$ cat src/rtl/mem_port_arbiter.sv
// Shares the single-port instruction/data BRAM between fetch and the load/store unit.
// Data accesses have priority over fetch, but a streak limit stops fetch from starving.
// Stores are lane-aligned on the way in; load results are extracted and extended on the way out.
module mem_port_arbiter #(
    parameter int unsigned ADDR_W        = 12,
    parameter int unsigned MAX_DM_STREAK = 2
) (
    input  logic              clk_i,
    input  logic              rst_ni,
    // fetch port
    input  logic              if_req_i,
    input  logic [31:0]       if_addr_i,
    output logic [31:0]       if_rdata_o,
    output logic              if_valid_o,
    // data port
    input  logic              dm_req_i,
    input  logic              dm_we_i,
    input  logic [2:0]        dm_funct3_i,
    input  logic [31:0]       dm_addr_i,
    input  logic [31:0]       dm_wdata_i,
    output logic [31:0]       dm_rdata_o,
    output logic              dm_valid_o,
    output logic              dm_err_o,
    // memory port
    output logic              mem_en_o,
    output logic [3:0]        mem_we_o,
    output logic [ADDR_W-1:0] mem_addr_o,
    output logic [31:0]       mem_wdata_o,
    input  logic [31:0]       mem_rdata_i
);

    localparam int unsigned StreakW =
        (MAX_DM_STREAK < 1) ? 1 : $clog2(MAX_DM_STREAK + 1);
    localparam logic [StreakW-1:0] StreakMax = StreakW'(MAX_DM_STREAK);

    typedef enum logic [1:0] {
        StIdle   = 2'd0,
        StAccess = 2'd1,
        StResp   = 2'd2
    } state_e;

    state_e              state_q, state_d;
    logic                grant_dm_q, grant_dm_d;
    logic [StreakW-1:0]  streak_q, streak_d;
    logic                mem_en_q, mem_en_d;
    logic [3:0]          mem_we_q, mem_we_d;
    logic [ADDR_W-1:0]   mem_addr_q, mem_addr_d;
    logic [31:0]         mem_wdata_q, mem_wdata_d;
    logic                err_q, err_d;
    logic [2:0]          funct3_q, funct3_d;
    logic [1:0]          off_q, off_d;
    logic                is_store_q, is_store_d;

    // Decode of the pending data request
    logic                dec_err;
    logic [3:0]          dec_we;
    logic [31:0]         dec_wdata;

    // Load formatting
    logic [7:0]          byte_sel;
    logic [15:0]         half_sel;
    logic [31:0]         load_data;
    logic                in_resp;

    // Address bits outside the memory window alias; fetch byte offset is ignored.
    logic                unused_addr_bits;
    assign unused_addr_bits = ^{if_addr_i[31:ADDR_W+2], if_addr_i[1:0],
                                dm_addr_i[31:ADDR_W+2]};

    // Classify the data request: legality, byte enables and lane-replicated store data.
    always_comb begin
        dec_err   = 1'b0;
        dec_we    = 4'b0000;
        dec_wdata = 32'h0;
        if (dm_we_i) begin
            unique case (dm_funct3_i)
                3'd0: begin
                    dec_we    = 4'b0001 << dm_addr_i[1:0];
                    dec_wdata = {4{dm_wdata_i[7:0]}};
                end
                3'd1: begin
                    dec_err   = dm_addr_i[0];
                    dec_we    = dm_addr_i[1] ? 4'b1100 : 4'b0011;
                    dec_wdata = {2{dm_wdata_i[15:0]}};
                end
                3'd2: begin
                    dec_err   = (dm_addr_i[1:0] != 2'b00);
                    dec_we    = 4'b1111;
                    dec_wdata = dm_wdata_i;
                end
                default: dec_err = 1'b1;
            endcase
        end else begin
            unique case (dm_funct3_i)
                3'd0, 3'd4: dec_err = 1'b0;
                3'd1, 3'd5: dec_err = dm_addr_i[0];
                3'd2:       dec_err = (dm_addr_i[1:0] != 2'b00);
                default:    dec_err = 1'b1;
            endcase
        end
    end

    // Next-state: grant selection in IDLE, fixed one-cycle ACCESS and RESP.
    always_comb begin
        state_d     = state_q;
        grant_dm_d  = grant_dm_q;
        streak_d    = streak_q;
        mem_en_d    = 1'b0;
        mem_we_d    = 4'b0000;
        mem_wdata_d = 32'h0;
        mem_addr_d  = mem_addr_q;
        err_d       = err_q;
        funct3_d    = funct3_q;
        off_d       = off_q;
        is_store_d  = is_store_q;
        unique case (state_q)
            StIdle: begin
                if (dm_req_i && !(if_req_i && (streak_q == StreakMax))) begin
                    state_d    = StAccess;
                    grant_dm_d = 1'b1;
                    if (!if_req_i) begin
                        streak_d = '0;
                    end else if (streak_q != StreakMax) begin
                        streak_d = streak_q + 1'b1;
                    end
                    mem_addr_d  = dm_addr_i[ADDR_W+1:2];
                    err_d       = dec_err;
                    funct3_d    = dm_funct3_i;
                    off_d       = dm_addr_i[1:0];
                    is_store_d  = dm_we_i;
                    // An illegal request never touches memory.
                    mem_en_d    = !dec_err;
                    mem_we_d    = dec_err ? 4'b0000 : dec_we;
                    mem_wdata_d = dec_err ? 32'h0 : dec_wdata;
                end else if (if_req_i) begin
                    state_d    = StAccess;
                    grant_dm_d = 1'b0;
                    streak_d   = '0;
                    mem_addr_d = if_addr_i[ADDR_W+1:2];
                    err_d      = 1'b0;
                    is_store_d = 1'b0;
                    mem_en_d   = 1'b1;
                end
            end
            StAccess: state_d = StResp;
            StResp:   state_d = StIdle;
            default:  state_d = StIdle;
        endcase
    end

    // State and access registers with synchronous active-low reset.
    always_ff @(posedge clk_i) begin
        if (!rst_ni) begin
            state_q     <= StIdle;
            grant_dm_q  <= 1'b0;
            streak_q    <= '0;
            mem_en_q    <= 1'b0;
            mem_we_q    <= 4'b0000;
            mem_addr_q  <= '0;
            mem_wdata_q <= 32'h0;
            err_q       <= 1'b0;
            funct3_q    <= 3'd0;
            off_q       <= 2'd0;
            is_store_q  <= 1'b0;
        end else begin
            state_q     <= state_d;
            grant_dm_q  <= grant_dm_d;
            streak_q    <= streak_d;
            mem_en_q    <= mem_en_d;
            mem_we_q    <= mem_we_d;
            mem_addr_q  <= mem_addr_d;
            mem_wdata_q <= mem_wdata_d;
            err_q       <= err_d;
            funct3_q    <= funct3_d;
            off_q       <= off_d;
            is_store_q  <= is_store_d;
        end
    end

    // Extract and extend the addressed lane from the returned word.
    always_comb begin
        byte_sel = mem_rdata_i[{off_q, 3'b000} +: 8];
        half_sel = off_q[1] ? mem_rdata_i[31:16] : mem_rdata_i[15:0];
        unique case (funct3_q)
            3'd0:    load_data = {{24{byte_sel[7]}}, byte_sel};
            3'd4:    load_data = {24'h0, byte_sel};
            3'd1:    load_data = {{16{half_sel[15]}}, half_sel};
            3'd5:    load_data = {16'h0, half_sel};
            3'd2:    load_data = mem_rdata_i;
            default: load_data = 32'h0;
        endcase
    end

    // Response outputs are zero whenever their valid is low.
    always_comb begin
        in_resp    = (state_q == StResp);
        if_valid_o = in_resp && !grant_dm_q;
        dm_valid_o = in_resp && grant_dm_q;
        dm_err_o   = dm_valid_o && err_q;
        if_rdata_o = if_valid_o ? mem_rdata_i : 32'h0;
        dm_rdata_o = (dm_valid_o && !err_q && !is_store_q) ? load_data : 32'h0;
    end

    assign mem_en_o    = mem_en_q;
    assign mem_we_o    = mem_we_q;
    assign mem_addr_o  = mem_addr_q;
    assign mem_wdata_o = mem_wdata_q;

endmodule

$ cat config.mk
export PLATFORM = sky130hd
export DESIGN_NAME = mem_port_arbiter
export DESIGN_NICKNAME = d
export VERILOG_FILES = /design/src/rtl/mem_port_arbiter.sv
export SDC_FILE = /design/constraint.sdc
export NUM_CORES = 1
export LEC_CHECK = 0
export BUFFER_PORTS_ARGS = -buffer_cell sky130_fd_sc_hd__buf_2
export CORE_UTILIZATION = 30
export DETAILED_ROUTE_END_ITERATION = 6
export SETUP_SLACK_MARGIN = 0.2
export SYNTH_ARGS = -nofsm -noshare
export SYNTH_HDL_FRONTEND = slang
export SYNTH_SLANG_ARGS = --single-unit
$ cat constraint.sdc
create_clock -name clk_i -period 2.05 [get_ports clk_i]
set_input_delay 0.41 -clock clk_i [delete_from_list [all_inputs] [get_ports clk_i]]
set_output_delay 0.41 -clock clk_i [all_outputs]
set_load 0.05 [all_outputs]
==> results.md <==
- Outcome: complete, but fails checks
- Failing checks: negative setup slack
- Top FF cell, synth: dfxtp_1
- Least-Margin Pin Slew: 0.661 ns
- First-pass GRT wire length: 19.7 mm
- Final min period: 2.32 ns
- Core area: 10400 um2
- H-tree levels: 3
- Worst reg2reg setup slack: 0.29 ns
- RSZ-0062 raised after global routing: true
- GR Layer Usage met1: 24.6%
- Hold buffers post-CTS: 0
- Max Cap Viol: 0
- Syn_area_per_cell: 7.89 um2
- Max-slew violations: 0
- Power Density: 570 nW/um2
- CP Launch Type: register
- Skew-Pair Late Insertion Delay: 0.33 ns
- Post-route cell area: 6020 um2
- CTS tree: done
- Die Ht: 106 um
- Clock Skews: 0.00734 ns
- Tot GR Track Use: 22.4%
- Clock Sinks: 61
- Worst Hold End: mem_wdata_o[7]
- Vias per cell: 4.98
- Synth Instances: 408
- FP Rows: 37
- # setup viols final: 32
- Antenna cells: 0
- Total power: 3.43 mW
- Dpl hpwl: 8.88 mm
- Clock buffer depth: 2
- Synth Net Count: 545
- DIE AREA: 11100 um2
- Initial antenna violation count: 0
- Hold WS: 0.292 ns
- I/O pin count: 252
- Crit Path Class: register to primary output
- Antenna viol nets, final: 0
- Total number of yosys warnings: 0
- DR DRC count: 0
- Sequential element share of the synthesized area: 37.9%
- Tightest Hold Check Type: input pin to register
- Setup WS post-layout: -0.275 ns
- Share of cells above drive strength 1: 56.5%
- Relative slew slack: 55.9%
- Placed cell area: 4980 um2
- Async set or reset register ratio after synthesis: 0%
- Synth unique cells: 33
- Cell Area, Synth: 3220 um2
- Routed len/inst: 16.0 um
- Max frequency: 430 MHz
- DIE WIDTH: 106 um
- WHS Path Cells: 3
- Post-synth EDFFs: 0
- Worst setup EP type: primary output
- Most Crowded Layer GR: met2
- Clock root buffer: clkbuf_8
- Hold Vio Cnt, Final: 0
- Nets: 776
- Worst Path Max Fanout: 8
- Largest net degree at the start of global routing: 37
- Via count: 3882
- Reg2reg start: streak_q[0]
- R2R cell count: 7
- IO buf count: 213
- Cts bufs inserted: 9
- Routed wire length: 12.5 mm
- Commonest non-fill, non-tap cells in the layout: buf_2 (148), dfxtp_1 (54), a21oi_1 (44), nor2_1 (38), buf_8 (38)
- Leading cell type in the layout, fill and taps excluded: buf_2
- Crit path DAT: 1.91 ns
- VDD IR max: 0.000442 V
- Clock transition at path regs: 0.07 ns
- Grt ovf: 0
- Reg-to-reg endpoint: mem_we_o[2]
- Starting Density: 31.0%
- Final GP Congestion: 0.899
- Met3 GRT Util: 4.82%
- Worst Path Required: 1.64 ns
- DRT Pass-1 Iters: 4
- Met2 Use GR: 41.0%
- P&R area growth vs syn: 87.1%
- Iter 0 DRT Violations: 193
- Vias in the first global route: 3816
- Period utilization: 113%
- Hold Path Origin: dm_wdata_i[7]
- Leakage power: 2.72 nW
- #FFs+latches synth: 61
[synth_stat cells, drive strengths merged (3+ instances only)]
| library cell | n | area, um2 |
|---|---|---|
| mux2 | 9 | 101 |
| buf | 7 | 51.3 |
| nand3 | 4 | 20.0 |
| clkbuf | 25 | 93.8 |
| mux2i | 13 | 130 |
| a21oi | 69 | 345 |
| nand2 | 33 | 124 |
| a21boi | 9 | 78.8 |
| a22oi | 9 | 67.6 |
| dfxtp | 61 | 1220 |
| inv | 12 | 45.0 |
| nor2b | 15 | 93.8 |
| nor3b | 3 | 22.5 |
| and2 | 35 | 219 |
| o21ai | 18 | 90.1 |
| a2bb2oi | 16 | 140 |
| a222oi | 7 | 70.1 |
| nor2 | 48 | 180 |
[stage by stage]
stage / setup slack, ns / utilization [%] / instances / TNS [ns]
global route: -0.339 / 58.1 / 779 / -9.29
global placement: -0.180 / 48.0 / 759 / -2.83
detailed placement: -0.199 / 48.0 / 759 / -3.08
floorplan: -0.0977 / - / 408 / -1.61
CTS: -0.294 / 57.6 / 779 / -7.81
finish: -0.275 / 58.1 / 779 / -6.97
[routing by layer]
layer / up-vias / share of wire (%)
met2: 201 / 50
met1: 1780 / 40
met4: 0 / 2.6
met3: 19 / 7.5
li1: 1882 / -
met5: - / 0
[power by group]
group | switching, mW | internal, mW
Combinational | 0.647 | 0.464
Clock | 0.423 | 0.623
Sequential | 0.0396 | 1.23
Total | 1.11 | 2.32
[worst max path at each step]
| stage | endpoint | from | slack [ns] |
|---|---|---|---|
| 2_1_floorplan | dm_rdata_o[21] | state_q[0] | -0.1 |
| 3_3_place_gp | dm_rdata_o[10] | mem_rdata_i[23] | -0.18 |
| 3_5_place_dp | dm_rdata_o[10] | mem_rdata_i[23] | -0.20 |
| 4_1_cts | dm_rdata_o[1] | off_q[1] | -0.29 |
| 5_1_grt | dm_rdata_o[4] | off_q[1] | -0.34 |
| 6_report | dm_rdata_o[14] | off_q[1] | -0.27 |
[worst max-delay path, stage by stage (launching register included)]
cell	delay, ns
dfxtp_4	0.37
mux2_4	0.21
mux2i_1	0.08
or4_4	0.43
buf_12	0.17
a21oi_4	0.14
buf_6	0.17
[layout make-up]
cell class / count / area [um2]
Clock buffer: 14 / 163
Tap cell: 136 / 170
Timing Repair Buffer: 252 / 2030
Multi-Input combinational cell: 303 / 2340
Inverter: 12 / 45.0
Fill cell: 913 / 4350
Clock inverter: 1 / 30.0
Sequential cell: 61 / 1240
[timing repair]
| action | in CTS | in global routing |
|---|---|---|
| pin swaps | 20 | 11 |
| gates resized for setup | 225 | 15 |
| endpoints found under the hold margin | 0 | 0 |
| cloned | 2 | 0 |
| setup endpoints to repair | 65 | 82 |
| setup buffers | 3 | 0 |
[cell families (layout without fill, tap and decap cells)]
family          count (synthesis)  after routing  share of synthesized area, %
flops                          61             61                          37.9
compound gates                133            133                          26.1
buf+inv                        44            279                          5.91
mux                            22             22                          7.19
simple gates                  147            147                          22.5
fa+ha+maj                       1              1                         0.389
[sequential cells by signal, indices dropped and copies added, names as in the netlist]
name,flops
err_q,1
funct3_q,3
grant_dm_q,1
is_store_q,1
mem_addr_o,12
mem_en_o,1
mem_wdata_o,32
mem_we_o,4
off_q,2
state_q,2
streak_q,2
Note: power is estimated with default switching activity, not from simulation.
